--- src/rtl/iis_pkg.sv ---
// Shared sample types for the I2S serialiser/deserialiser.
// Default word width; the top may override its own DATA_W parameter.
package iis_pkg;

    localparam int DATA_W_DEF = 32;

    typedef logic signed [DATA_W_DEF-1:0] sample_t;

    typedef struct packed {
        sample_t l;
        sample_t r;
    } stereo_t;

endpackage

--- src/rtl/iis_sck_gen.sv ---
// I2S master timing: divides clk into sck, counts bits per frame, produces ws.
// Latency: sck/ws registered, sck_fall/f_sync combinational one cycle ahead of the edge they announce.
// Backpressure: none, free-running.
module iis_sck_gen #(
    parameter int SCK_DIV   = 4,
    parameter int FRAME_SCK = 64
) (
    input  logic clk,
    input  logic rst_n,
    output logic sck,
    output logic ws,
    output logic sck_fall,
    output logic f_sync
);
    localparam int DIV_W = (SCK_DIV > 2) ? $clog2(SCK_DIV) : 1;
    localparam int BIT_W = $clog2(FRAME_SCK);
    localparam logic [DIV_W-1:0] DIV_LAST = DIV_W'(SCK_DIV - 1);
    localparam logic [DIV_W-1:0] DIV_HALF = DIV_W'(SCK_DIV / 2);
    localparam logic [BIT_W-1:0] BIT_LAST = BIT_W'(FRAME_SCK - 1);
    localparam logic [BIT_W-1:0] BIT_HALF = BIT_W'(FRAME_SCK / 2);

    logic [DIV_W-1:0] div_q, div_d;
    logic [BIT_W-1:0] bit_cnt_q, bit_cnt_d;
    logic             sck_q, sck_d;
    logic             ws_q, ws_d;

    // sck and ws are derived from next-state counts so they switch on the same edge as the counters
    always_comb begin
        sck_fall  = (div_q == DIV_LAST);
        f_sync    = sck_fall && (bit_cnt_q == BIT_LAST);
        div_d     = sck_fall ? '0 : div_q + DIV_W'(1);
        bit_cnt_d = bit_cnt_q;
        if (sck_fall) begin
            bit_cnt_d = (bit_cnt_q == BIT_LAST) ? '0 : bit_cnt_q + BIT_W'(1);
        end
        sck_d = (div_d >= DIV_HALF);
        ws_d  = (bit_cnt_d >= BIT_HALF);
    end

    always_ff @(posedge clk or negedge rst_n) begin
        if (!rst_n) begin
            div_q     <= '0;
            bit_cnt_q <= BIT_LAST;
            sck_q     <= 1'b0;
            ws_q      <= 1'b1;
        end else begin
            div_q     <= div_d;
            bit_cnt_q <= bit_cnt_d;
            sck_q     <= sck_d;
            ws_q      <= ws_d;
        end
    end

    assign sck = sck_q;
    assign ws  = ws_q;

endmodule

--- src/rtl/iis_serdes.sv ---
// Stereo I2S master transmitter plus independent receiver; IIS_LOOPBACK_EN feeds rx from own sck/ws/sd.
// Latency: tx left MSB one sck after ws fall; rx_valid 4 clk after the rx_sck rise carrying the right LSB.
// Backpressure: none; tx_rd strobes once per frame, rx_valid pulses once per received pair.
module iis_serdes
    import iis_pkg::*;
#(
    parameter int SCK_DIV   = 4,
    parameter int FRAME_SCK = 64,
    parameter int DATA_W    = DATA_W_DEF
) (
    input  logic                     clk,
    input  logic                     rst_n,
    output logic                     sck,
    output logic                     ws,
    output logic                     sd,
    input  logic signed [DATA_W-1:0] tx_data_l,
    input  logic signed [DATA_W-1:0] tx_data_r,
    output logic                     tx_rd,
    input  logic                     rx_sck,
    input  logic                     rx_ws,
    input  logic                     rx_sd,
    output logic signed [DATA_W-1:0] rx_data_l,
    output logic signed [DATA_W-1:0] rx_data_r,
    output logic                     rx_valid
);
    localparam int HALF  = FRAME_SCK / 2;
    localparam int CNT_W = $clog2(DATA_W + 1);

    logic sck_fall, f_sync;

    iis_sck_gen #(
        .SCK_DIV  (SCK_DIV),
        .FRAME_SCK(FRAME_SCK)
    ) u_sck_gen (
        .clk     (clk),
        .rst_n   (rst_n),
        .sck     (sck),
        .ws      (ws),
        .sck_fall(sck_fall),
        .f_sync  (f_sync)
    );

    // Transmitter: a whole frame is held so unused trailing slots of each channel shift out as 0
    logic [FRAME_SCK-1:0] sreg_q, sreg_d;
    logic                 sd_q, sd_d;

    always_comb begin
        sreg_d = sreg_q;
        sd_d   = sd_q;
        if (sck_fall) begin
            sd_d = sreg_q[FRAME_SCK-1];
            if (f_sync) begin
                sreg_d = (FRAME_SCK'($unsigned(tx_data_l)) << (FRAME_SCK - DATA_W))
                       | (FRAME_SCK'($unsigned(tx_data_r)) << (HALF - DATA_W));
            end else begin
                sreg_d = {sreg_q[FRAME_SCK-2:0], 1'b0};
            end
        end
    end

    assign tx_rd = f_sync;
    assign sd    = sd_q;

    // Receiver front end: {sck, ws, sd}
    logic [2:0] pin_in;
`ifdef IIS_LOOPBACK_EN
    logic unused_rx_pins;
    assign unused_rx_pins = ^{rx_sck, rx_ws, rx_sd};
    assign pin_in = {sck, ws, sd};
`else
    assign pin_in = {rx_sck, rx_ws, rx_sd};
`endif

    logic [2:0] sync1_q, sync2_q;
    logic       sck_prev_q, sck_prev_d;
    logic       evt_q, evt_d;
    logic       ws_smp_q, ws_smp_d;
    logic       sd_smp_q, sd_smp_d;

    always_comb begin
        sck_prev_d = sync2_q[2];
        evt_d      = sync2_q[2] && !sck_prev_q;
        ws_smp_d   = sync2_q[1];
        sd_smp_d   = sync2_q[0];
    end

    logic              prev_ws_q, prev_ws_d;
    logic              started_q, started_d;
    logic              left_ok_q, left_ok_d;
    logic [CNT_W-1:0]  cnt_q, cnt_d;
    logic [DATA_W-1:0] word_q, word_d, word_nxt;
    logic [DATA_W-1:0] left_q, left_d;
    logic [DATA_W-1:0] rx_l_q, rx_l_d;
    logic [DATA_W-1:0] rx_r_q, rx_r_d;
    logic              rx_valid_q, rx_valid_d;

    // Bits land left-justified by position, so short words come out zero-padded and excess bits drop
    always_comb begin
        prev_ws_d  = prev_ws_q;
        started_d  = started_q;
        left_ok_d  = left_ok_q;
        cnt_d      = cnt_q;
        word_d     = word_q;
        left_d     = left_q;
        rx_l_d     = rx_l_q;
        rx_r_d     = rx_r_q;
        rx_valid_d = 1'b0;
        word_nxt   = word_q;
        for (int i = 0; i < DATA_W; i++) begin
            if (cnt_q == CNT_W'(DATA_W - 1 - i)) begin
                word_nxt[i] = sd_smp_q;
            end
        end
        if (evt_q) begin
            if (ws_smp_q != prev_ws_q) begin
                prev_ws_d = ws_smp_q;
                started_d = 1'b1;
                word_d    = '0;
                cnt_d     = '0;
                if (ws_smp_q) begin
                    left_d    = word_nxt;
                    left_ok_d = started_q;
                end else begin
                    left_ok_d = 1'b0;
                    if (left_ok_q) begin
                        rx_l_d     = left_q;
                        rx_r_d     = word_nxt;
                        rx_valid_d = 1'b1;
                    end
                end
            end else begin
                word_d = word_nxt;
                if (cnt_q < CNT_W'(DATA_W)) begin
                    cnt_d = cnt_q + CNT_W'(1);
                end
            end
        end
    end

    always_ff @(posedge clk or negedge rst_n) begin
        if (!rst_n) begin
            sreg_q     <= '0;
            sd_q       <= 1'b0;
            sync1_q    <= '0;
            sync2_q    <= '0;
            sck_prev_q <= 1'b0;
            evt_q      <= 1'b0;
            ws_smp_q   <= 1'b0;
            sd_smp_q   <= 1'b0;
            prev_ws_q  <= 1'b1;
            started_q  <= 1'b0;
            left_ok_q  <= 1'b0;
            cnt_q      <= '0;
            word_q     <= '0;
            left_q     <= '0;
            rx_l_q     <= '0;
            rx_r_q     <= '0;
            rx_valid_q <= 1'b0;
        end else begin
            sreg_q     <= sreg_d;
            sd_q       <= sd_d;
            sync1_q    <= pin_in;
            sync2_q    <= sync1_q;
            sck_prev_q <= sck_prev_d;
            evt_q      <= evt_d;
            ws_smp_q   <= ws_smp_d;
            sd_smp_q   <= sd_smp_d;
            prev_ws_q  <= prev_ws_d;
            started_q  <= started_d;
            left_ok_q  <= left_ok_d;
            cnt_q      <= cnt_d;
            word_q     <= word_d;
            left_q     <= left_d;
            rx_l_q     <= rx_l_d;
            rx_r_q     <= rx_r_d;
            rx_valid_q <= rx_valid_d;
        end
    end

    assign rx_data_l = rx_l_q;
    assign rx_data_r = rx_r_q;
    assign rx_valid  = rx_valid_q;

endmodule

--- config.mk ---
export PLATFORM = sky130hd
export DESIGN_NAME = iis_serdes
export DESIGN_NICKNAME = d
export VERILOG_FILES = /design/src/rtl/iis_pkg.sv /design/src/rtl/iis_sck_gen.sv /design/src/rtl/iis_serdes.sv
export SDC_FILE = /design/constraint.sdc
export NUM_CORES = 1
export LEC_CHECK = 0
export CORE_UTILIZATION = 40
export CTS_CLUSTER_DIAMETER = 150
export DETAILED_ROUTE_END_ITERATION = 10
export MAX_ROUTING_LAYER = met4
export SYNTH_ARGS = -nofsm -noshare
export SYNTH_HDL_FRONTEND = slang
export SYNTH_SLANG_ARGS = --single-unit
--- constraint.sdc ---
create_clock -name clk -period 3.5 [get_ports clk]
set_input_delay 0.35 -clock clk [delete_from_list [all_inputs] [get_ports clk]]
set_output_delay 0.35 -clock clk [all_outputs]
set_load 0.005 [all_outputs]
==> metrics.md <==
| Metric | Value |
|---|---|
| CP endpoint kind | output port |
| Synth unique cells | 54 |
| Power per cell area | between 600 and 700 nW/µm² |
| Non-Filler Instances | about 1300 |
| Ys async rst share | 1.000 |
| Post-synth net total | 944 |
| Die Ht | between 150 and 200 µm |
| DR pass1 iterations | 5 |
| Worst Max-Slew Pin Slew | 1005 ps |
| Final clock skew | approximately 17 ps |
| Synth top area share | 0.5284 |
| Post-synth EDFFs | 0 |
| GRT overflow | 0 |
| DRC | 0 |
| Wire per inst | around 19 µm |
| Unrepaired setup endpoints after global routing | false |
| Die Footprint | between 20000 and 30000 µm² |
| Synth Flop Type | dfrtp_1 |
| Ranking of synthesized cells by area | dfrtp_1 53%, a221o_1 5.8%, mux2_4 4.7%, nor2b_1 4.3%, a31oi_1 4.0% |
| # rows | 57 |
| Initial DRC Count | around 730 |
| Final Power | 0.007752 W |
| Max_slew headroom | 0.3300 |
| Final period util | 0.7756 |
| Initial core utilization | 0.4119 |
| Clock tree buffer depth | 3 |
| Number of diodes | 0 |
| Final wirelength | ~25000 µm |
| Placer congestion estimate | 0.7742 |
| Slowest-stage cell, CP | ha_2 |
| Mapped Cells | about 870 |
| Mapped Area | between 10000 and 15000 µm² |
| Final TNS setup | 0 ps |
| Yosys Warn Count | 0 |
| Min-Delay Path Depth | 1 |
| Antenna viol nets, final | 0 |
| Final min period | ~2700 ps |
| Worst Path Buf+Inv | 1 |
| Most frequent cells in the layout | 213 x dfrtp_1, 136 x clkdlybuf4s50_1, 69 x nor2_1, 69 x nor2b_1, 64 x a31oi_1 |
| Sequential fraction of the synthesis area | 0.5491 |
| IO Count | 138 |
| Later-pin clock latency in the skew report | ~520 ps |
| CTS Root Cell | clkbuf_16 |
| Stages on worst setup path | 4 |
| I/O Buffers | 137 |
| Max Cap Viol | 0 |
| Total Nets Final | about 1000 |
| Critical Path AT | 2360 ps |
| Leakage power | about 5.2 nW |
| HPWL after DPL | around 16000 µm |
| R2R Path Start | u_sck_gen.div_q[0] |
| Endpoints failing hold | 0 |
| Hold Crit Class | in -> reg |
| Cell area after layout | 12430 µm² |
| Vias per Instance | roughly 5.5 |
| Dpl cells | 1270 |
| GRT Util Overall | 0.1984 |
| Die X-Extent | ~160 µm |
| Yosys reg bits | between 200 and 250 |
| CP max stage delay | about 570 ps |
| Critical Path RT | 3150 ps |
| DP Area | ~12000 µm² |
| Crit path from | u_sck_gen.div_q[0] |
| CTS Sinks | around 220 |
| Crit-path max FO | 31 |
| Synthesized area per cell | about 12 µm² |
| Vias in the first global route | about 6800 |
| Htree depth | 1 |
| Commonest non-fill, non-tap cell in the layout | dfrtp_1 |
| PostCTS Resize Cnt | 0 |
| Initial antenna violation count | 0 |
| Area growth syn-to-layout | 22.62% |
| Top delay family on crit path | adder cells |
| First-pass GRT wire length | roughly 40000 µm |
| Slew Viols, Final | 0 |
| Worst Reg-to-Reg Cells | 5 |
| Post-synth top area cell | dfrtp_1 |
| Worst VDD drop | approximately 0.34 mV |
| Routed via count | around 7300 |
| # setup viols final | 0 |
| F_max | ~0.37 GHz |
| Layout cells sized above 1 | 0.1273 |
| Clock buffer count from CTS | 25 |
| Largest net degree at the start of global routing | 95 |
| Hold path startpoint | rx_sd |
| Critical path startpoint category | flop |
| Clk pin slew, worst setup/hold paths | roughly 60 ps |
| CP Cell Sequence | ha_2 > nand4_2 > nor2_4 > clkdlybuf4s50_1 |
| Critical path type | reg -> out |
| Status | finished clean |
| CTS tree | done |
| Core area | roughly 25000 µm² |
synthesized netlist by cell type, types with 4 or more instances:
library cell  instances
o21ai_0              13
ha_1                  6
and3b_1               8
nand2b_1             37
nand3_1               9
a21oi_1               4
inv_1                 4
nor2b_1              69
clkbuf_1             24
mux2_2                4
nand2_1              62
a221o_2               4
a221o_1              59
nor3b_4               4
mux2_4               32
nor2_1               69
o21ai_1              17
dfrtp_1             214
buf_2                22
or3b_1                4
o2111ai_1            28
o2111ai_2             4
a31oi_1              64
buf_6                17
o21ai_2               4
o211ai_1             32
dfstp_2               8
buf_4                 5
kinds of logic (layout without fill, tap and decap cells):
group,count (synthesis),after routing,share of synthesized area
flops,222,222,0.5491
xor+xnor,6,6,0.005927
buf+inv,76,197,0.04568
mux,37,37,0.05284
compound gates,237,237,0.1838
simple gates,285,285,0.1552
fa+ha+maj,6,6,0.007407
worst register-to-register path, delay by kind of cell, from the launching register on:
kind,cells,cell delay (ps)
buf+inv,1,600
fa+ha+maj,1,570
simple gates,2,400
flops,1,350
compound gates,1,310
stage by stage:
stage / utilization / hold WS (ps) / setup WS, ps
finish: 0.5051 / 276.7 / 785.5
global route: 0.5051 / 260.9 / 586.9
CTS: 0.5051 / 260.3 / 712.7
detailed placement: 0.4719 / 337.9 / 1205
global placement: 0.4719 / 332.9 / 1252
floorplan: - / 54.41 / 1868
layout make-up:
type	instances	area, µm²
clock buffer	39	758.2
clock inverter	4	48.80
fill	2178	12180
inverter	4	15.01
multi-input combinational	571	4119
sequential	222	5567
tap	324	405.4
timing repair buffer	150	1514
report_power, final:
group	leakage, nW	switching [W]	internal, W
registers	2.88	0.000367	0.00304
clock network	0.399	0.00102	0.00155
logic	1.96	0.000709	0.00106
total	5.24	0.00210	0.00566
flip-flops by register name, summed over array words and instances (netlist names):
register and count:
sync2_q 3, rx_valid 1, u_sck_gen.div_q 2, u_sck_gen.ws 1, evt_q 1, rx_data_l 32, started_q 1, prev_ws_q 1
sync1_q 3, word_q 32, rx_data_r 32, left_ok_q 1, u_sck_gen.bit_cnt_q 6, sd 1, cnt_q 6, left_q 32
sd_smp_q 1, sreg_q 64, sck_prev_q 1, ws_smp_q 1
final timing paths:
check                           slack (ps)       endpoint
worst max-delay path                   790          tx_rd
worst min-delay path                   280     sync1_q[0]
worst max register to register        1210      sreg_q[8]
worst min register to register         350     sync2_q[2]
max in group asynchronous             2010   u_sck_gen.ws
min in group asynchronous              410  rx_data_l[30]
per-layer routing:
metal,GRT usage,vias to the layer above,share of wire
li1,-,3417,-
met1,0.3085,3646,0.50
met2,0.2745,185,0.44
met3,0.02799,24,0.046
met4,0.03473,0,0.013
met5,-,-,0
repair_timing:
action / 4_1_cts / 5_1_grt
hold endpoints to repair: 86 / 0
hold buffers: 1 / 0
buffers inserted: 0 / 0
Power figures use the tool's default switching activity.
